File: config.mk
export PLATFORM = sky130hd
export DESIGN_NAME = crtc_wb_loader
export DESIGN_NICKNAME = d
export VERILOG_FILES = /design/src/rtl/crtc_pkg.sv /design/src/rtl/crtc_wb_loader_timer.sv /design/src/rtl/crtc_wb_loader.sv
export SDC_FILE = /design/constraint.sdc
export NUM_CORES = 1
export LEC_CHECK = 0
export CELL_PAD_IN_SITES_DETAIL_PLACEMENT = 1
export CELL_PAD_IN_SITES_GLOBAL_PLACEMENT = 2
export CORE_MARGIN = 1
export CORE_UTILIZATION = 29
export DETAILED_ROUTE_END_ITERATION = 8
export GPL_ROUTABILITY_DRIVEN = 0
export PLACE_DENSITY = 0.57
export SYNTH_ARGS = -nofsm -noshare
export SYNTH_HDL_FRONTEND = slang
export SYNTH_SLANG_ARGS = --single-unit
File: constraint.sdc
create_clock -name clk_i -period 2.09 [get_ports clk_i]
set_input_delay 0.418 -clock clk_i [delete_from_list [all_inputs] [get_ports clk_i]]
set_output_delay 0.418 -clock clk_i [all_outputs]
set_load 0.01 [all_outputs]
File: src/rtl/crtc_pkg.sv
// -----------------------------------------------------------------------------
// crtc_pkg
// Shared definitions for the CRTC Wishbone register loader:
//   - crtc_state_e   : loader FSM state encoding
//   - CRTC_ADDR_PORT : adr_o value selecting the CRTC address-select port
//   - CRTC_DATA_PORT : adr_o value selecting the CRTC data port
//   - CRTC_NREGS     : default number of CRTC registers per load sequence
//   - is_bus_state() : true for states that own a Wishbone transfer
// -----------------------------------------------------------------------------
package crtc_pkg;

  typedef enum logic [2:0] {
    IDLE = 3'd0,
    SEL  = 3'd1,
    DAT  = 3'd2,
    GAP  = 3'd3,
    RSEL = 3'd4,
    RDAT = 3'd5,
    DONE = 3'd6,
    ERR  = 3'd7
  } crtc_state_e;

  localparam logic        CRTC_ADDR_PORT = 1'b0;
  localparam logic        CRTC_DATA_PORT = 1'b1;
  localparam int unsigned CRTC_NREGS     = 16;

  // States in which a bus transfer is pending and the wait timer runs.
  function automatic logic is_bus_state(input crtc_state_e s);
    return (s == SEL) || (s == DAT) || (s == RSEL) || (s == RDAT);
  endfunction

endpackage

File: src/rtl/crtc_wb_loader_timer.sv
// -----------------------------------------------------------------------------
// crtc_wb_loader_timer
// 8-bit wait counter guarding each Wishbone transfer of the loader.
// Ports:
//   clk_i    in   clock, rising edge
//   rst_ni   in   asynchronous active-low reset
//   clr_i    in   clear the counter (entering a new state / not on the bus)
//   inc_i    in   a bus cycle passed without an accepted ack
//   expire_o out  this cycle's increment makes the counter reach TIMEOUT
// -----------------------------------------------------------------------------
module crtc_wb_loader_timer #(
  parameter int unsigned TIMEOUT = 255
) (
  input  logic clk_i,
  input  logic rst_ni,
  input  logic clr_i,
  input  logic inc_i,
  output logic expire_o
);

  // Count value one below the limit: expiry is flagged combinationally so
  // the FSM leaves the state on the same edge the counter hits TIMEOUT.
  localparam logic [7:0] LAST = 8'(TIMEOUT - 1);

  logic [7:0] cnt_q;
  logic [7:0] cnt_d;

  // Next-count selection: clear has priority over increment.
  always_comb begin
    cnt_d = cnt_q;
    if (clr_i) begin
      cnt_d = 8'd0;
    end else if (inc_i) begin
      cnt_d = cnt_q + 8'd1;
    end else begin
      cnt_d = cnt_q;
    end
  end

  assign expire_o = inc_i & (cnt_q == LAST);

  // Counter register.
  always_ff @(posedge clk_i or negedge rst_ni) begin
    if (!rst_ni) begin
      cnt_q <= 8'd0;
    end else begin
      cnt_q <= cnt_d;
    end
  end

endmodule

File: src/rtl/crtc_wb_loader.sv
// -----------------------------------------------------------------------------
// crtc_wb_loader
// Loads a 16x8 shadow register table into a 6845-style CRTC over a Wishbone
// initiator (address-select write followed by data write per register), and
// performs single register reads (address-select write, data-port read).
// Ports:
//   clk_i, rst_ni            clock / asynchronous active-low reset
//   cfg_we_i/idx_i/dat_i     shadow-table write port (ignored while busy)
//   start_i                  pulse: load registers 0..NREGS-1
//   rd_req_i, rd_idx_i       pulse: read one CRTC register
//   rd_dat_o                 last read result
//   busy_o, done_o, err_o    status: busy, completion pulse, sticky timeout
//   cyc_o, stb_o, we_o,
//   adr_o, dat_o             Wishbone initiator outputs (all registered)
//   dat_i, ack_i             Wishbone responder inputs
// -----------------------------------------------------------------------------
module crtc_wb_loader
  import crtc_pkg::*;
#(
  parameter int unsigned NREGS   = CRTC_NREGS,
  parameter int unsigned TIMEOUT = 255
) (
  input  logic       clk_i,
  input  logic       rst_ni,
  input  logic       cfg_we_i,
  input  logic [3:0] cfg_idx_i,
  input  logic [7:0] cfg_dat_i,
  input  logic       start_i,
  input  logic       rd_req_i,
  input  logic [4:0] rd_idx_i,
  output logic [7:0] rd_dat_o,
  output logic       busy_o,
  output logic       done_o,
  output logic       err_o,
  output logic       cyc_o,
  output logic       stb_o,
  output logic       we_o,
  output logic       adr_o,
  output logic [7:0] dat_o,
  input  logic [7:0] dat_i,
  input  logic       ack_i
);

  localparam logic [4:0] NREGS_W = 5'(NREGS);

  crtc_state_e state_q, state_d;
  logic [4:0]  idx_q, idx_d;
  logic [4:0]  rd_idx_q, rd_idx_d;
  logic [7:0]  shadow_q [16];
  logic [7:0]  shadow_d [16];
  logic        cyc_q, cyc_d;
  logic        stb_q, stb_d;
  logic        we_q, we_d;
  logic        adr_q, adr_d;
  logic [7:0]  dat_q, dat_d;
  logic [7:0]  rd_dat_q, rd_dat_d;
  logic        busy_q, busy_d;
  logic        done_q, done_d;
  logic        err_q, err_d;

  logic        ack_ok_s;
  logic        bus_s;
  logic        expire_s;
  logic        tmr_clr_s;
  logic        tmr_inc_s;
  logic [4:0]  idx_inc_s;

  // ack_i only counts while our strobe is actually on the bus.
  assign ack_ok_s  = stb_q & ack_i;
  assign bus_s     = is_bus_state(state_q);
  assign idx_inc_s = idx_q + 5'd1;

  // Timer restarts whenever the FSM changes state, so every transfer gets a
  // fresh budget; idle cycles of a bus state (incl. setup cycle) count.
  assign tmr_inc_s = bus_s & ~ack_ok_s;
  assign tmr_clr_s = (state_d != state_q) | ~bus_s;

  crtc_wb_loader_timer #(
    .TIMEOUT (TIMEOUT)
  ) u_timer (
    .clk_i    (clk_i),
    .rst_ni   (rst_ni),
    .clr_i    (tmr_clr_s),
    .inc_i    (tmr_inc_s),
    .expire_o (expire_s)
  );

  // Next-state, bus outputs and status computation.
  always_comb begin
    state_d  = state_q;
    idx_d    = idx_q;
    rd_idx_d = rd_idx_q;
    shadow_d = shadow_q;
    cyc_d    = 1'b0;
    stb_d    = 1'b0;
    we_d     = we_q;
    adr_d    = adr_q;
    dat_d    = dat_q;
    rd_dat_d = rd_dat_q;
    err_d    = err_q;

    // The table is only writable while idle so a load never sees torn data.
    if (cfg_we_i && (state_q == IDLE)) begin
      shadow_d[cfg_idx_i] = cfg_dat_i;
    end else begin
      shadow_d = shadow_q;
    end

    case (state_q)
      IDLE: begin
        if (start_i) begin
          state_d = SEL;
          idx_d   = 5'd0;
          err_d   = 1'b0;
        end else if (rd_req_i) begin
          state_d  = RSEL;
          rd_idx_d = rd_idx_i;
          err_d    = 1'b0;
        end else begin
          state_d = IDLE;
        end
      end

      SEL, DAT, RSEL, RDAT: begin
        // Address/data are set from the first cycle of the state and stay
        // constant, so they are stable for the whole strobe.
        case (state_q)
          SEL: begin
            adr_d = CRTC_ADDR_PORT;
            dat_d = {3'b000, idx_q};
            we_d  = 1'b1;
          end
          DAT: begin
            adr_d = CRTC_DATA_PORT;
            dat_d = shadow_q[idx_q[3:0]];
            we_d  = 1'b1;
          end
          RSEL: begin
            adr_d = CRTC_ADDR_PORT;
            dat_d = {3'b000, rd_idx_q};
            we_d  = 1'b1;
          end
          default: begin
            adr_d = CRTC_DATA_PORT;
            we_d  = 1'b0;
          end
        endcase

        if (expire_s) begin
          state_d = ERR;
          err_d   = 1'b1;
        end else if (ack_ok_s) begin
          case (state_q)
            SEL:     state_d = DAT;
            DAT:     state_d = GAP;
            RSEL:    state_d = RDAT;
            default: begin
              state_d  = DONE;
              rd_dat_d = dat_i;
            end
          endcase
        end else begin
          // First cycle raises the strobe; it then holds until ack/timeout.
          cyc_d = 1'b1;
          stb_d = 1'b1;
        end
      end

      GAP: begin
        idx_d = idx_inc_s;
        if (idx_inc_s < NREGS_W) begin
          state_d = SEL;
        end else begin
          state_d = DONE;
        end
      end

      DONE: begin
        state_d = IDLE;
      end

      ERR: begin
        state_d = IDLE;
      end

      default: begin
        state_d = IDLE;
      end
    endcase

    // Status flags are registered from the next state so they line up with it.
    busy_d = (state_d != IDLE);
    done_d = (state_d == DONE);
  end

  // State, datapath and output registers.
  always_ff @(posedge clk_i or negedge rst_ni) begin
    if (!rst_ni) begin
      state_q  <= IDLE;
      idx_q    <= 5'd0;
      rd_idx_q <= 5'd0;
      for (int i = 0; i < 16; i++) begin
        shadow_q[i] <= 8'd0;
      end
      cyc_q    <= 1'b0;
      stb_q    <= 1'b0;
      we_q     <= 1'b0;
      adr_q    <= 1'b0;
      dat_q    <= 8'd0;
      rd_dat_q <= 8'd0;
      busy_q   <= 1'b0;
      done_q   <= 1'b0;
      err_q    <= 1'b0;
    end else begin
      state_q  <= state_d;
      idx_q    <= idx_d;
      rd_idx_q <= rd_idx_d;
      shadow_q <= shadow_d;
      cyc_q    <= cyc_d;
      stb_q    <= stb_d;
      we_q     <= we_d;
      adr_q    <= adr_d;
      dat_q    <= dat_d;
      rd_dat_q <= rd_dat_d;
      busy_q   <= busy_d;
      done_q   <= done_d;
      err_q    <= err_d;
    end
  end

  assign cyc_o    = cyc_q;
  assign stb_o    = stb_q;
  assign we_o     = we_q;
  assign adr_o    = adr_q;
  assign dat_o    = dat_q;
  assign rd_dat_o = rd_dat_q;
  assign busy_o   = busy_q;
  assign done_o   = done_q;
  assign err_o    = err_q;

endmodule

=== Word level (Yosys, flattened, before mapping) ===
Cells that the tools add are included.

* Bits in registers: 171
* Input bits: 31
* Word-level logic and storage cells: 105

* $add $sub $neg: 2
* Equal/unequal tests: 13
* Bitwise logic cells: 11
* Reductions and logical operators: 20
* Magnitude comparators: 4
* Mux-type cells: 27

{| class="wikitable"
|+ Operators with widths
! kind !! count
|-
| $bwmux W128 || 1
|-
| $mux W8 || 5
|-
| $bmux W8 S4 || 1
|-
| $demux W8 S4 || 1
|-
| $pmux W8 S3 || 1
|-
| $eq A3 B3 Y1 const B || 5
|-
| $mux W3 || 5
|-
| $pmux W3 S4 || 1
|-
| $ge A5 B5 Y1 const B || 2
|-
| $not A4 Y5 || 2
|-
| $pmux W5 S2 || 1
|-
| $pmux W3 S3 || 1
|-
| $add A8 B1 Y8 const B || 1
|-
| $eq A8 B8 Y1 const B || 1
|-
| $mux W1 || 8
|-
| $eq A3 B2 Y1 const B || 2
|-
| $reduce_and A3 Y1 || 2
|-
| $reduce_bool A2 Y1 || 3
|-
| $reduce_bool A3 Y1 || 2
|-
| $add A5 B1 Y5 const B || 1
|-
| $lt A5 B1 Y1 const B || 1
|-
| $lt A5 B5 Y1 const B || 1
|-
| $mux W5 || 1
|-
| $not A1 Y1 || 5
|-
| other kinds (15) || 23
|}

=== Longest topological paths before layout ===
Gate-level depths: netlist of the first run.

* Depth in word-level cells: 11
* Mapped depth: 8
* Gate-level depth less buffers: 8

=== By module ===
From an unflattened synthesis of the first run, not the netlist that was laid out.

* Cells, all modules: 605
* Area total of the unflattened synthesis: 7946.4 µm²

{| class="wikitable"
|+ By module, submodules not included
! module !! cells an instance !! area each (µm²) !! times used
|-
| crtc_wb_loader || 564 || 7534.7 || 1
|-
| crtc_wb_loader_timer || 41 || 411.6 || 1
|}

=== Least setup slack after synthesis of the first run ===
Ideal clock, no wire load.

* Path type: register to register
* From: reg state_q[0]
* To: reg shadow_q[30] (netlist name)
* Stages on the path, launching flop included: 7
* Setup time: 0.125 ns
* Arrival: 1.877 ns
* Data required time: 1.965 ns
* Slack: 0.088 ns
* Cell sequence: dfrtp_1 -> buf_6 -> or3_4 -> nor4b_4 -> and3_1 -> buf_6 -> mux2_2

* Longest elaborated chain between the ends: 2

{| class="wikitable"
|+ Ends and longest elaborated chain
! what !! line !! source
|-
| from (decl) || crtc_wb_loader.sv:46 || <nowiki>crtc_state_e state_q, state_d;</nowiki>
|-
| from (signal assigned) || crtc_wb_loader.sv:215 || <nowiki>state_q <= state_d;</nowiki>
|-
| $logic_not A3 Y1 || crtc_wb_loader.sv:103 || <nowiki>if (cfg_we_i && (state_q == IDLE)) begin</nowiki>
|-
| $logic_and A1 B1 Y1 || crtc_wb_loader.sv:103 ||
|-
| to (signal assigned) || crtc_wb_loader.sv:218 || <nowiki>shadow_q <= shadow_d;</nowiki>
|-
| to (decl) || crtc_wb_loader.sv:49 || <nowiki>logic [7:0] shadow_q [16];</nowiki>
|}

Every way passes these cells.
A chain may end at the register's enable or synchronous reset.

=== Final worst setup path of the first run ===
* From: reg state_q[0]
* To: reg shadow_q[89] (netlist name)

Same word-level chain as after synthesis.

==> flow_summary.toml, run 1 <==
[clock_tree]
root_buffer = "clkbuf_16"
cts_buffers = 17
htreeDepth = 4
cts.sinks = 171
clk_path_buf_depth = 2
clkTransAtPathRegs_ns = 0.07
cts_tree = "yes"
clk_latency_ns = 0.43

[place]
placed_cell_area_um2 = 9310
io_buffers = 53
hpwl_um = 14700

[pwr]
power_density_nw_per_um2 = 1310
power.switching_uw = 4110
p_int_uw = 8970
sw_frac_of_total_pct = 31.4
clockPowerShare_pct = 26.4
power_frac_seq_pct = 41.1
combPwrFrac_pct = 32.5
peakVddDrop_uv = 519
p_total_uw = 13100
leakagePower_uw = 0.00435

[die]
die_y_um = 168
die_w_um = 168
num_rows = 60
io_pins = 54
initial_core_util_pct = 29.5
die_area_um2 = 28100
core-area_um2 = 27000

[setup_path]
critPathCaptureType = "register"
path_class = "register to register"
crit_arrival_ns = 2.35
crit_fanout = 8
critPathLaunchType = "register"
critPathRequiredTime_ns = 2.40

[detailed_routing]
routedWlPerCell_um = 20.3
num_vias = 5195
drt_pass1_iterations = 4
top_layer = "met4"
wl_met3_um = 547
wirelength_met1_um = 9860
wl_met2_um = 10500
drtAntennaViolNets = 0
drc_errors = 0
drtIter0Drc = 236
drt_wl_total_um = 21100
via_per_inst = 5.00

[global_routing]
grt_max_degree = 102
grt_pass1_wl_um = 34400
grt_pass1_vias = 5825
antenna_found_initial = 0
grt_usage_pct = 16.2
overflow = 0

[yosys]
ys_ff_latch = 171
synth_flop_cell = "dfrtp_1"
yosys.area_share.simple_pct = 8.79
synthMuxAreaShare_pct = 28.9
synth_edf_count = 0
yosys.area_share.xor_xnor_pct = 0.550
yosys_warnings = 0
syn_nets = 631
synth_fa_ha_area_share_pct = 0.472
synth_compound_area_share_pct = 5.27
yosysSeqAreaShare_pct = 53.8
syn_area_per_cell_um2 = 13.3
ys_types = 46
synthCells = 597
async_flop_share_pct = 100
synth_top_family_by_area = "multiplexers"
synthesis.area_um2 = 7960

[timing]
worst_pin_slew_ns = 0.685
slew-limit-headroom_pct = 54.2
holdWs_ns = 0.333
rsz0062_at_grt = "true"
drv_slew = 0
period_share_pct = 97.7
finalHoldViolCount = 0
max_freq_mhz = 490
fin_skew_ns = 0.0103
setup_viol = 0
period_needed_ns = 2.04

[cells_and_area]
area_growth_pct = 25.3
fillerInstances = 2793
nets = 719
drive_gt1_share_pct = 37.1
fin_area_um2 = 9970
antennaDiodeCount = 0

[run]
cap_violations = 0

[outcome]
status = "complete, no violations"

[hold_path]
hold_path_class = "input port to asynchronous set/reset pin"
-- sequential cells by signal (all words and copies together), names as in the netlist, 3 cells and up --
name and flops:
state_q 3, dat_o 8, idx_q 5, shadow_q 128, rd_idx_q 5, u_timer.cnt_q 8
rd_dat_o 8
-- layout by cell type, fill, tap and decap left out, types with 3 or more instances in the layout --
cell,Yosys,final
mux2i_1,41,41
bufinv_16,0,4
nor2_2,3,3
nor2_1,21,21
mux2_2,144,143
mux4_2,12,12
inv_1,5,5
nand2_1,17,17
nand4_1,5,5
buf_12,0,15
nand2b_1,10,10
nor2b_1,7,7
o21ai_0,11,11
a21oi_1,16,16
a22oi_1,25,25
clkinv_4,0,3
xor2_1,3,3
o221ai_1,6,6
buf_4,1,34
ha_1,3,3
nor3_1,5,5
clkdlybuf4s50_1,0,52
nand2_2,3,3
inv_6,0,4
clkbuf_16,0,17
dfrtp_1,171,170
nor2_4,4,4
nand3_1,22,22
-- metal layers --
layer	vias to the layer above	GRT usage [%]
li1	2352	-
met1	2764	21.5
met2	63	26.8
met3	16	3.14
met4	0	4.59
met5	-	0
-- cells in the mapped netlist, types with 3 or more instances --
library cell	n	area share, %
inv_1	5	0.24
mux2i_1	41	5.2
dfrtp_1	171	54
nor2_1	21	0.99
mux2_2	144	20
nand4_1	5	0.39
nor3_1	5	0.31
nor2_2	3	0.24
xor2_1	3	0.33
o21ai_0	11	0.69
o221ai_1	6	0.66
nand2b_1	10	0.79
clkbuf_1	19	0.90
a22oi_1	25	2.4
a21oi_1	16	1.0
nand3_1	22	1.4
and3_1	3	0.24
mux4_2	12	3.4
nor2b_1	7	0.55
nor2_4	4	0.57
nand2_1	17	0.80
nand2_2	3	0.24
buf_2	10	0.63
ha_1	3	0.47
-- worst max-delay path: stages, from the launching register on --
cell     delay [ns]
dfrtp_1        0.42
or3_4          0.44
nor4b_4        0.36
nand2_2        0.33
mux2_2         0.37
-- worst paths after layout --
| check | startpoint | to | slack [ns] | cells after the start |
|---|---|---|---|---|
| worst max-delay path | state_q[0]$_DFF_PN0_ | shadow_q[89]$_DFFE_PN0P_ | 0.05 | 4 |
| worst min-delay path | rst_ni | shadow_q[93]$_DFFE_PN0P_ | 0.33 | 2 |
| worst max register to register | state_q[0]$_DFF_PN0_ | shadow_q[89]$_DFFE_PN0P_ | 0.05 | 4 |
| worst min register to register | err_o$_DFFE_PN0P_ | err_o$_DFFE_PN0P_ | 0.50 | 1 |
| max in group asynchronous | rst_ni | shadow_q[83]$_DFFE_PN0P_ | 1.02 | 3 |
| min in group clk_i | err_o$_DFFE_PN0P_ | err_o$_DFFE_PN0P_ | 0.50 | 1 |
-- timing repair --
action,4_1_cts,5_1_grt
gates resized for setup,0,2
setup endpoints to repair,0,8
hold buffers,1,0
endpoints found under the hold margin,1,0
setup buffers,0,3
-- area by class of cell --
| class | instances | area, um^2 | area share [%] |
|---|---|---|---|
| flip-flops and latches | 171 | 4280 | 42.9 |
| multi-input cells | 387 | 3510 | 35.2 |
| repair buffers | 103 | 1100 | 11.0 |
| well taps | 341 | 427 | 4.28 |
| clock buffers | 17 | 425 | 4.27 |
| clock inverters | 15 | 213 | 2.13 |
| inverters | 5 | 18.8 | 0.188 |
-- metrics by stage --
step / setup TNS [ns] / utilization (%) / worst slack (ns) / std cells
detailed placement: -6.93 / 34.6 / -0.139 / 1004
global route: -0.193 / 37.0 / -0.0227 / 1039
global placement: -4.50 / 34.6 / -0.0953 / 1004
finish: 0 / 37.0 / 0.0484 / 1039
CTS: 0 / 37.0 / 0.0156 / 1037
floorplan: 0 / - / 0.0879 / 597
-- logic make-up (layout without fill, tap and decap cells) --
kind of cell / after synthesis / after routing
buffers and inverters: 39 / 140
AOI/OAI and AO/OA: 64 / 64
adders and majority gates: 3 / 3
muxes: 197 / 197
DFF: 171 / 171
and+or+nand+nor: 118 / 118
xor gates and xnor gates: 5 / 5
-- power groups by stage --
stage	clock, uW	sequential (uW)	combinational, uW
floorplan	0	5240	2750
global placement	0	5330	4150
detailed placement	0	5440	4280
CTS	3550	5380	4300
global route	3680	5560	4660
finish	3460	5370	4250
(Power assumes the default switching activity.)
==> run 2, diff against run 1 <==
--- a/config.mk
+++ b/config.mk
@@ -8,10 +8,10 @@
 export CELL_PAD_IN_SITES_DETAIL_PLACEMENT = 1
 export CELL_PAD_IN_SITES_GLOBAL_PLACEMENT = 2
 export CORE_MARGIN = 1
-export CORE_UTILIZATION = 29
+export CORE_UTILIZATION = 38
 export DETAILED_ROUTE_END_ITERATION = 8
 export GPL_ROUTABILITY_DRIVEN = 0
-export PLACE_DENSITY = 0.57
+export PLACE_DENSITY = 0.72
 export SYNTH_ARGS = -nofsm -noshare
 export SYNTH_HDL_FRONTEND = slang
 export SYNTH_SLANG_ARGS = --single-unit
==> flow_summary.toml, run 2 (synthesis results as in run 1) <==
[outcome]
status = "complete, but fails checks"
violations = "hold timing"

[die]
core-area_um2 = 20400
die_w_um = 147
die_area_um2 = 21500
die_y_um = 147
initial_core_util_pct = 39.1
io_pins = 54
num_rows = 52

[setup_path]
worst-path-stages = 6
critPathBufInv = 1
critPathSlowestCell = "or3_4"
critPathMaxStageDelay_ns = 0.47
critPathCaptureType = "register"
crit_family = "simple AND/OR/NAND/NOR gates"
cp_cell_sequence = "or3_4, nor2_4, nand3_4, nor3_4, buf_12, mux2_2"
critPathLaunchType = "register"
r2r_start = "state_q[0]$_DFF_PN0_"
cp-startpoint = "state_q[0]$_DFF_PN0_"
critPathRequiredTime_ns = 2.40
reg2reg_to = "shadow_q[117]$_DFFE_PN0P_"
reg2reg_depth = 6
crit_arrival_ns = 2.33
path_class = "register to register"
crit_fanout = 8
r2r_slack_ns = 0.07
crit_end = "shadow_q[117]$_DFFE_PN0P_"

[detailed_routing]
drt_wl_total_um = 20200
drtAntennaViolNets = 0
drtIter0Drc = 217
routedWlPerCell_um = 21.0
drc_errors = 0
via_per_inst = 5.33
drt_pass1_iterations = 5
num_vias = 5116

[global_routing]
grt_pass1_wl_um = 33000
grt_usage_pct = 20.2
grt_pass1_vias = 5721
antenna_found_initial = 0
grt_max_degree = 97
overflow = 0

[clock_tree]
clkTransAtPathRegs_ns = 0.07
post_cts_buffers = 0
clk_latency_ns = 0.43
htreeDepth = 4
cts.sinks = 171
cts_tree = "yes"
clk_path_buf_depth = 2
cts_buffers = 17
root_buffer = "clkbuf_16"
cts_resized = 0
cts_hold_buf = 0

[timing]
setup_tns_ns = 0
fin_skew_ns = 0.00817
drv_slew = 0
setup_viol = 0
worst_pin_slew_ns = 0.795
slew-limit-headroom_pct = 46.9
finalHoldViolCount = 9
period_share_pct = 96.9
holdWs_ns = -0.0315
max_freq_mhz = 494
rsz0062_at_grt = "false"
period_needed_ns = 2.02

[place]
placed_cell_area_um2 = 9190
hpwl_um = 13700
io_buffers = 53
dp.cells = 929

[pwr]
leakagePower_uw = 0.00431
power_density_nw_per_um2 = 1310
p_total_uw = 12900
peakVddDrop_uv = 727

[cells_and_area]
final_cells = 960
area_growth_pct = 23.4
regMostFlops = "shadow_q"
largest_register_ffs = 128
drive_gt1_share_pct = 36.2
multi_input_area_um2 = 3500
regArea_um2 = 4280
nets = 712
mostFrequentLayoutCell = "dfrtp_1"
mostFrequentLayoutCells = "dfrtp_1, mux2_2, clkdlybuf4s50_1"
fillerInstances = 2065
antennaDiodeCount = 0
fin_area_um2 = 9820

[run]
cap_violations = 0

[hold_path]
hold_path_class = "input port to asynchronous set/reset pin"
run 2: metal layers:
metal	track usage, %	routed length [um]
met1	25.3	8620
met3	4.19	773
met4	5.68	262
met2	35.1	10500
met5	0	0
run 2: how the worst min path moves through the flow:
stage                     slack (ns)                        to  depth (start not counted)
final                          -0.03  shadow_q[55]$_DFFE_PN0P_                          2
after global routing           0.008  shadow_q[55]$_DFFE_PN0P_                          2
after CTS                      0.003  shadow_q[55]$_DFFE_PN0P_                          2
after detailed placement        0.47  shadow_q[55]$_DFFE_PN0P_                          2
after global placement          0.46  shadow_q[55]$_DFFE_PN0P_                          2
after floorplan                 0.12         adr_o$_DFFE_PN0P_                          0
run 2: through the flow:
step,setup WS (ns),util (%)
finish,0.0658,48.2
global route,0.00150,48.2
CTS,0.0490,48.2
detailed placement,-0.0955,45.1
global placement,-0.0656,45.1
floorplan,0.0879,-
run 2: area by class of cell:
cell class | count | share of cell area [%]
Clock buffer | 19 | 4.51
Clock inverter | 12 | 1.90
Inverter | 5 | 0.191
Multi-Input combinational cell | 387 | 35.7
Sequential cell | 171 | 43.6
Tap cell | 270 | 3.44
Timing Repair Buffer | 96 | 10.7
run 2: where the power goes:
group / switching (uW) / leakage (uW) / internal, uW
combinational: 1890 / 0.00176 / 2250
sequential: 730 / 0.00225 / 4630
clock: 1350 / 0.000302 / 2040
total: 3970 / 0.00431 / 8920
==> run 3, diff against run 2 <==
--- a/config.mk
+++ b/config.mk
@@ -12,6 +12,8 @@
 export DETAILED_ROUTE_END_ITERATION = 8
 export GPL_ROUTABILITY_DRIVEN = 0
 export PLACE_DENSITY = 0.72
+export SLEW_MARGIN = 20
 export SYNTH_ARGS = -nofsm -noshare
 export SYNTH_HDL_FRONTEND = slang
 export SYNTH_SLANG_ARGS = --single-unit
+export TNS_END_PERCENT = 100
==> results of run 3 <==
No change in the layout: final DEF, timing and power equal those of run 2.
